--- config.mk ---
export PLATFORM = sky130hd
export DESIGN_NAME = phase_sequencer
export DESIGN_NICKNAME = d
export VERILOG_FILES = /design/src/rtl/phase_sequencer_pkg.sv /design/src/rtl/phase_sequencer_next_phase_sel.sv /design/src/rtl/phase_sequencer.sv
export SDC_FILE = /design/constraint.sdc
export NUM_CORES = 1
export LEC_CHECK = 0
export BUFFER_PORTS_ARGS = -buffer_cell sky130_fd_sc_hd__buf_4
export CAP_MARGIN = 20
export CORE_MARGIN = 2
export CORE_UTILIZATION = 52
export CTS_CLUSTER_DIAMETER = 100
export CTS_CLUSTER_SIZE = 8
export DETAILED_ROUTE_END_ITERATION = 8
export PLACE_DENSITY = 0.73
export SLEW_MARGIN = 15
export SYNTH_ARGS = -nofsm -noshare
export SYNTH_HDL_FRONTEND = slang
export SYNTH_SLANG_ARGS = --single-unit
export TNS_END_PERCENT = 50
--- constraint.sdc ---
create_clock -name clk_i -period 8.1 [get_ports clk_i]
set_clock_uncertainty 0.15 [all_clocks]
set_input_delay 0 -clock clk_i [delete_from_list [all_inputs] [get_ports clk_i]]
set_output_delay 0 -clock clk_i [all_outputs]
set_load 0.005 [all_outputs]
--- src/rtl/phase_sequencer_pkg.sv ---
// Shared types and helpers for the round-robin phase sequencer.
package phase_seq_pkg;

    typedef enum logic [1:0] {
        IDLE   = 2'd0,
        ACTIVE = 2'd1,
        GAP    = 2'd2
    } seq_state_t;

    localparam int MAX_PHASES = 32;

    function automatic logic [MAX_PHASES-1:0] onehot(input int unsigned idx);
        return {{(MAX_PHASES-1){1'b0}}, 1'b1} << idx;
    endfunction

endpackage

--- src/rtl/phase_sequencer_next_phase_sel.sv ---
// Combinational round-robin finder: first unmasked index from start, with wrap.
module next_phase_sel #(
    parameter int N    = 3,
    parameter int PH_W = 2
) (
    input  logic [N-1:0]    mask,
    input  logic [PH_W-1:0] start,
    input  logic            incl,
    output logic [PH_W-1:0] idx,
    output logic            wrapped,
    output logic            none
);

    always_comb begin
        int  c;
        logic found;
        idx   = '0;
        found = 1'b0;
        c     = 0;
        // Exclusive search reaches offset N so a lone unmasked phase selects itself.
        for (int off = 0; off <= N; off++) begin
            if (!found && (incl ? (off < N) : (off > 0))) begin
                c = (int'(start) + off) % N;
                if (!mask[c]) begin
                    found = 1'b1;
                    idx   = PH_W'(c);
                end
            end
        end
        none    = &mask;
        wrapped = found && (idx <= start);
    end

endmodule

--- src/rtl/phase_sequencer.sv ---
// Round-robin phase sequencer with skip mask, watchdog, pause/run and frame count.
//   state  | meaning
//   IDLE   | no phase enabled; waits for run && !pause && some phase unskipped
//   ACTIVE | enable_o drives phase_o; waits for its done or the watchdog limit
//   GAP    | one dead cycle between phases; phase_o already holds the next phase
module phase_sequencer
    import phase_seq_pkg::*;
#(
    parameter int NUM_PHASES = 3,
    parameter int TO_W       = 16,
    parameter int FRAME_W    = 8,
    localparam int PH_W      = $clog2(NUM_PHASES)
) (
    input  logic                  clk_i,
    input  logic                  reset_i,
    input  logic                  run_i,
    input  logic                  pause_i,
    input  logic [NUM_PHASES-1:0] skip_mask_i,
    input  logic [TO_W-1:0]       timeout_i,
    input  logic                  clr_err_i,
    input  logic [NUM_PHASES-1:0] done_i,
    output logic [NUM_PHASES-1:0] enable_o,
    output logic [PH_W-1:0]       phase_o,
    output logic [FRAME_W-1:0]    frame_o,
    output logic                  frame_tick_o,
    output logic                  timeout_o,
    output logic [PH_W-1:0]       err_phase_o
);

    seq_state_t             state_q, state_d;
    logic [NUM_PHASES-1:0]  enable_d;
    logic [PH_W-1:0]        phase_d, err_d;
    logic [FRAME_W-1:0]     frame_d;
    logic                   tick_d, to_d;
    logic [TO_W-1:0]        wd_q, wd_d;

    logic [PH_W-1:0]        idle_idx, gap_idx;
    logic                   idle_wrap, idle_none, gap_wrap, gap_none;
    logic                   done_act, wd_hit;

    next_phase_sel #(.N(NUM_PHASES), .PH_W(PH_W)) u_sel_idle (
        .mask    (skip_mask_i),
        .start   (phase_o),
        .incl    (1'b1),
        .idx     (idle_idx),
        .wrapped (idle_wrap),
        .none    (idle_none)
    );

    next_phase_sel #(.N(NUM_PHASES), .PH_W(PH_W)) u_sel_gap (
        .mask    (skip_mask_i),
        .start   (phase_o),
        .incl    (1'b0),
        .idx     (gap_idx),
        .wrapped (gap_wrap),
        .none    (gap_none)
    );

    assign done_act = done_i[phase_o];
    assign wd_hit   = (timeout_i != '0) && (wd_q == timeout_i);

    // Next phase and frame tick are resolved on the ACTIVE exit edge so that
    // the registered outputs already show them throughout the GAP cycle.
    always_comb begin
        state_d  = state_q;
        enable_d = '0;
        phase_d  = phase_o;
        frame_d  = frame_o;
        tick_d   = 1'b0;
        to_d     = timeout_o;
        err_d    = err_phase_o;
        wd_d     = '0;

        if (clr_err_i) begin
            to_d  = 1'b0;
            err_d = '0;
        end

        case (state_q)
            IDLE: begin
                if (run_i && !pause_i && !idle_none) begin
                    phase_d  = idle_idx;
                    enable_d = NUM_PHASES'(onehot(int'(idle_idx)));
                    wd_d     = TO_W'(1);
                    state_d  = ACTIVE;
                end
            end
            ACTIVE: begin
                enable_d = enable_o;
                wd_d     = wd_q + TO_W'(1);
                if (done_act || wd_hit) begin
                    state_d  = GAP;
                    enable_d = '0;
                    wd_d     = '0;
                    if (!done_act) begin
                        to_d  = 1'b1;
                        err_d = phase_o;
                    end
                    if (!gap_none) begin
                        phase_d = gap_idx;
                        if (gap_wrap) begin
                            frame_d = frame_o + FRAME_W'(1);
                            tick_d  = 1'b1;
                        end
                    end
                end
            end
            GAP: begin
                if ((&skip_mask_i) || !run_i || pause_i) begin
                    state_d = IDLE;
                end else begin
                    state_d  = ACTIVE;
                    enable_d = NUM_PHASES'(onehot(int'(phase_o)));
                    wd_d     = TO_W'(1);
                end
            end
            default: state_d = IDLE;
        endcase
    end

    always_ff @(posedge clk_i) begin
        if (reset_i) begin
            state_q      <= IDLE;
            enable_o     <= '0;
            phase_o      <= '0;
            frame_o      <= '0;
            frame_tick_o <= 1'b0;
            timeout_o    <= 1'b0;
            err_phase_o  <= '0;
            wd_q         <= '0;
        end else begin
            state_q      <= state_d;
            enable_o     <= enable_d;
            phase_o      <= phase_d;
            frame_o      <= frame_d;
            frame_tick_o <= tick_d;
            timeout_o    <= to_d;
            err_phase_o  <= err_d;
            wd_q         <= wd_d;
        end
    end

endmodule
**Yosys cells after proc, flatten, opt, wreduce, memory -nomap -nowiden**

Cells that the tools add are included.

- Logic and storage cells: 108
- Input port bits: 27
- Output and inout bits: 17
- Register bits: 35

- $add $sub $neg: 5
- Reductions and logical operators: 18
- Eq/ne operators: 6
- Bitwise gates (word level): 3
- Muxes and demuxes: 56
- $lt $le $gt $ge: 6
- Shifts and indexed selects: 2
- Divide/modulo/power cells: 4

Operators by type and width:

| kind | count |
|---|---|
| $lt 32x4->1 const B | 4 |
| $mod 32x3->32 const B | 3 |
| $pmux 16 s3 | 1 |
| $mux 2 | 19 |
| $mod 3x3->32 const B | 1 |
| $mux 1 | 24 |
| $add 16x1->16 const B | 1 |
| $eq 16x16->1 | 1 |
| $mux 16 | 1 |
| $reduce_bool 16->1 | 1 |
| $bmux 1 s2 | 5 |
| $mux 3 | 3 |
| $pmux 3 s3 | 1 |
| $add 8x1->8 const B | 1 |
| $reduce_and 4->1 | 2 |
| $add 2x2->3 const B | 2 |
| $ne 2x2->1 const B | 3 |
| $pmux 2 s3 | 1 |
| $shl 1x2->3 const A | 2 |
| $logic_and 1x1->1 | 4 |
| $pmux 2 s2 | 1 |
| $reduce_or 4->1 | 1 |
| $add 2x1->3 const B | 1 |
| $logic_not 1->1 | 3 |
| 10 further kinds | 14 |

**Logic depth before layout (Yosys ltp)**

- Depth in word-level cells: 13
- Gate-level depth with buffers: 16

**Modules after synthesis**

From an unflattened synthesis, not the netlist that was laid out.

- Cells, all modules: 296
- Area, all modules: 2457.4 um^2

Modules (own cells, without submodules):

| module | cells an instance | area each (um^2) | sequential area each (um^2) | instances |
|---|---|---|---|---|
| phase_sequencer | 212 | 1841.8 | 700.7 | 1 |
| next_phase_sel | 42 | 307.8 | 0.0 | 2 |

**Worst setup path before layout**

No wires, ideal clock.

- Kind: reg-to-reg
- Start: register phase_o[1]
- End: register frame_o[7]
- Path buffers: 2
- Data arrival time: 3.281 ns
- Cell stages (with the launch flop): 17
- Setup slack: 4.548 ns
- Library setup time: 0.121 ns
- Required time: 7.829 ns
- Cell sequence: dfxtp_1 inv_1 ha_1 buf_6 or2b_2 mux2i_1 and2_1 buf_6 nand2_1 a22oi_1 ha_1 nor2b_1 a2bb2oi_1 a311oi_2 nand4_1 nor3_1 mux2_2

- Longest elaborated chain between the ends: 13
- Elaborated cells between the ends (all ways): 30

RTL lines:

| item | RTL line | source |
|---|---|---|
| start: declaration | phase_sequencer.sv:23 | `output logic [PH_W-1:0] phase_o,` |
| start signal: assignment | phase_sequencer.sv:134 | `phase_o <= phase_d;` |
| $add 2x1->3 | phase_sequencer_next_phase_sel.sv:23 | `c = (int'(start) + off) % N;` |
| $mod 32x3->32 | phase_sequencer_next_phase_sel.sv:23 |  |
| $bmux 1 s2 | phase_sequencer_next_phase_sel.sv:24 | `if (!mask[c]) begin` |
| $mux 1 (not written as such) (2 in a row) | phase_sequencer_next_phase_sel.sv:24 |  |
| $mux 2 (2 in a row) | phase_sequencer_next_phase_sel.sv:24 |  |
| $mux 2 | phase_sequencer_next_phase_sel.sv:22 | `if (!found && (incl ? (off < N) : (off > 0))) begin` |
| $mux 2 | phase_sequencer_next_phase_sel.sv:24 |  |
| $mux 2 | phase_sequencer_next_phase_sel.sv:22 |  |
| $le 2x2->1 | phase_sequencer_next_phase_sel.sv:31 | `wrapped = found && (idx <= start);` |
| $logic_and 1x1->1 | phase_sequencer_next_phase_sel.sv:31 |  |
| $reduce_and 4->1 (no line) * | -- |  |
| end signal: assignment | phase_sequencer.sv:135 | `frame_o <= frame_d;` |
| end: declaration | phase_sequencer.sv:24 | `output logic [FRAME_W-1:0] frame_o,` |

Mark *: on every way between the ends. The rest lies on a longest branch, timed or not. The select of a mux whose other input is x is not followed.
A chain may end at the register's enable or synchronous reset.

**Worst setup path after layout**

Same ends and word-level chain as after synthesis.

==> impl_metrics.json <==
{
  "critPathSlowestCell": "dfxtp_1",
  "gp_congestion": 0.8522,
  "yosys-top-cells-area": "dfxtp_1, xor2_1, xnor2_1, ha_1, nor2_1",
  "drtIter0Drc": 62,
  "clockBufferDepth": 2,
  "synthCells": 248,
  "clock_sinks": 35,
  "rows": 23,
  "avgSynthCellArea_sq_um": 9.026,
  "cts_resized": 0,
  "globalRouteTotalUtil": 0.1982,
  "path_cells": "inv_1 -> ha_1 -> or2b_2 -> mux2i_1 -> and2_1 -> nand2_1 -> a22oi_1 -> ha_1 -> nor2b_1 -> a2bb2oi_1 -> a311oi_2 -> nand4_1 -> nor3_1 -> mux2_2",
  "initial_core_util": 0.5516,
  "status": "completed",
  "finalCriticalPeriod_ps": 3939,
  "grt_start_max_net_pins": 28,
  "cts_tree": "done",
  "hold_class": "primary input to flip-flop",
  "wl_per_cell_um": 13.41,
  "fmax_ghz": 0.2539,
  "setup_tns_ps": 0,
  "startpoint": "phase_o[1]$_SDFFE_PP0P_",
  "syn_to_final_growth_pct": 18.05,
  "worst-path-buf-inv": 1,
  "p_leak_nw": 1.022,
  "viasPerCell": 5.408,
  "stdcell_count": 343,
  "ys_warn_count": 0,
  "synth_common_cells": "dfxtp_1, nor2_1, xor2_1, nand2_1, xnor2_1",
  "vdd_drop_max_mv": 0.07680,
  "nNetsFinal": 327,
  "coreArea_sq_um": 4058,
  "path_delay_family": "simple AND/OR/NAND/NOR gates",
  "final_layout_size_suffix_gt1_frac": 0.2457,
  "diodes": 0,
  "die_w_um": 69.61,
  "worst_pin_slew_ps": 548.1,
  "placedCellCount": 331,
  "cp_data_arrival_time_ps": 3960,
  "power.density_nw_per_um2": 152.1,
  "ant_nets": 0,
  "rsz0062_at_grt": "no",
  "finalHoldViolCount": 0,
  "hp-start": "run_i",
  "clk_latency_ps": 280,
  "fin_crit_sh": 0.4862,
  "cpPeakStageDelay_ps": 450,
  "die-area_sq_um": 4846,
  "slew_viol_final": 0,
  "vias": 1855,
  "post-synth-top-count-cell": "dfxtp_1",
  "r2r-start": "phase_o[1]$_SDFFE_PP0P_",
  "cts_max_level": 2,
  "place_ws_ps": 4179,
  "synth_top_cell_by_area": "dfxtp_1",
  "crit_required_ps": 8120,
  "async_flop_share": 0,
  "syn_area_sq_um": 2238,
  "crit_top_cell": "ha_1",
  "ys_ff_latch": 35,
  "port_buffers": 43,
  "worstSetupEndpointType": "flip-flop",
  "synthFlopType": "dfxtp_1",
  "grt_pass1_vias": 1860,
  "synthDistinctLibCells": 53,
  "worst_slack_ps": 4161,
  "synth_edf_count": 0,
  "grt_pass1_wl_mm": 8.052,
  "drt-pass1-iter-count": 4,
  "setup_viol": 0,
  "wl_mm": 4.598,
  "cts_root_buffer": "clkbuf_8",
  "post-route-drc-count": 0,
  "maxSlewHeadroom": 0.6338,
  "place_hpwl_mm": 3.515,
  "globalRouteOverflowTotal": 0,
  "synth_nets": 283,
  "cts-buffers-inserted": 5,
  "synth_top_area_frac": 0.3130,
  "drv_cap": 0,
  "dieHeight_um": 69.61,
  "crit_fanout": 10,
  "worstSetupPathType": "flip-flop to flip-flop",
  "clk_pin_slew_worst_paths_ps": 70,
  "seq_area_frac_synth": 0.3130,
  "antenna_found_initial": 0,
  "top_level_ports": 44,
  "crit_path_start_kind": "flip-flop"
}
[tightest hold or removal path: stages]
cell	delay, ps
buf_4	110
or4b_2	220
a21oi_1	70
[worst paths after layout]
check                                                  to  slack, ps  depth (start not counted)
worst max register to register    frame_o[7]$_SDFFE_PP0P_       4160                         14
worst min register to register  err_phase_o[0]$_SDFF_PP0_        330                          2
worst max-delay path              frame_o[7]$_SDFFE_PP0P_       4160                         14
worst min-delay path              state_q[0]$_SDFFE_PP0P_          8                          3
[where the power goes]
part	leakage (nW)	internal, mW	switching [mW]
clock network	0.0422	0.0603	0.0590
registers	0.283	0.175	0.00463
logic	0.697	0.0507	0.0521
total	1.02	0.286	0.116
[cell families after synthesis]
family	Yosys count	share of synthesized area
buffers and inverters	16	0.05590
flip-flops	35	0.3130
adder cells (fa/ha/maj)	8	0.04472
XOR/XNOR	30	0.1174
AND/OR/NAND/NOR	103	0.2515
AO/OA/AOI/OAI	42	0.1409
multiplexers	14	0.07658
[registers in the layout, indices dropped and copies added (netlist names)]
| register | cells |
|---|---|
| frame_o | 8 |
| phase_o | 2 |
| enable_o | 3 |
| wd_q | 16 |
| err_phase_o | 2 |
| frame_tick_o | 1 |
| state_q | 2 |
| timeout_o | 1 |
[placed cells by master, fill, tap and decap left out, drive strengths merged, types with 4 or more instances in the layout]
master and instances:
a211o 4, a21oi 11, a22o 4, and3 7, buf 43, clkbuf 7
dfxtp 35, dlygate4sd3 4, ha 8, inv 6, mux2 6, mux2i 8
nand2 15, nand2b 6, nand3 5, nand4 8, nor2 26, nor2b 9
nor3 5, nor4 8, o21ai 5, o31ai 4, xnor2 14, xor2 16
[routing by layer]
layer,GRT usage,part of all wire,vias to the layer above
met5,0,0,-
met4,0.06838,0.0076,0
met3,0.05087,0.042,4
met2,0.3269,0.46,35
met1,0.2513,0.49,846
li1,-,-,970
[area by class of cell]
| class | count | area (sq um) |
|---|---|---|
| clock buffer | 7 | 76.32 |
| clock inverter | 1 | 5.005 |
| fill | 355 | 1415 |
| inverter | 6 | 22.52 |
| multi-input combinational | 197 | 1413 |
| sequential | 35 | 700.7 |
| tap | 50 | 62.56 |
| timing repair buffer | 47 | 362.8 |
[repair_timing]
action	in CTS	in global routing
hold buffers	4	0
endpoints found under the hold margin	10	0
setup buffers	0	0
setup endpoints to repair	0	0
[per-stage QoR]
step	hold WS (ps)	utilization	area, sq um	power, mW
after CTS	1.691	0.6512	2643	0.4053
after global routing	15.92	0.6512	2643	0.4249
final	8.449	0.6512	2643	0.4019
after global placement	134.2	0.6213	2521	0.2841
after detailed placement	136.6	0.6213	2521	0.2845
after floorplan	31.42	-	2238	0.2616
(Power assumes the default switching activity.)
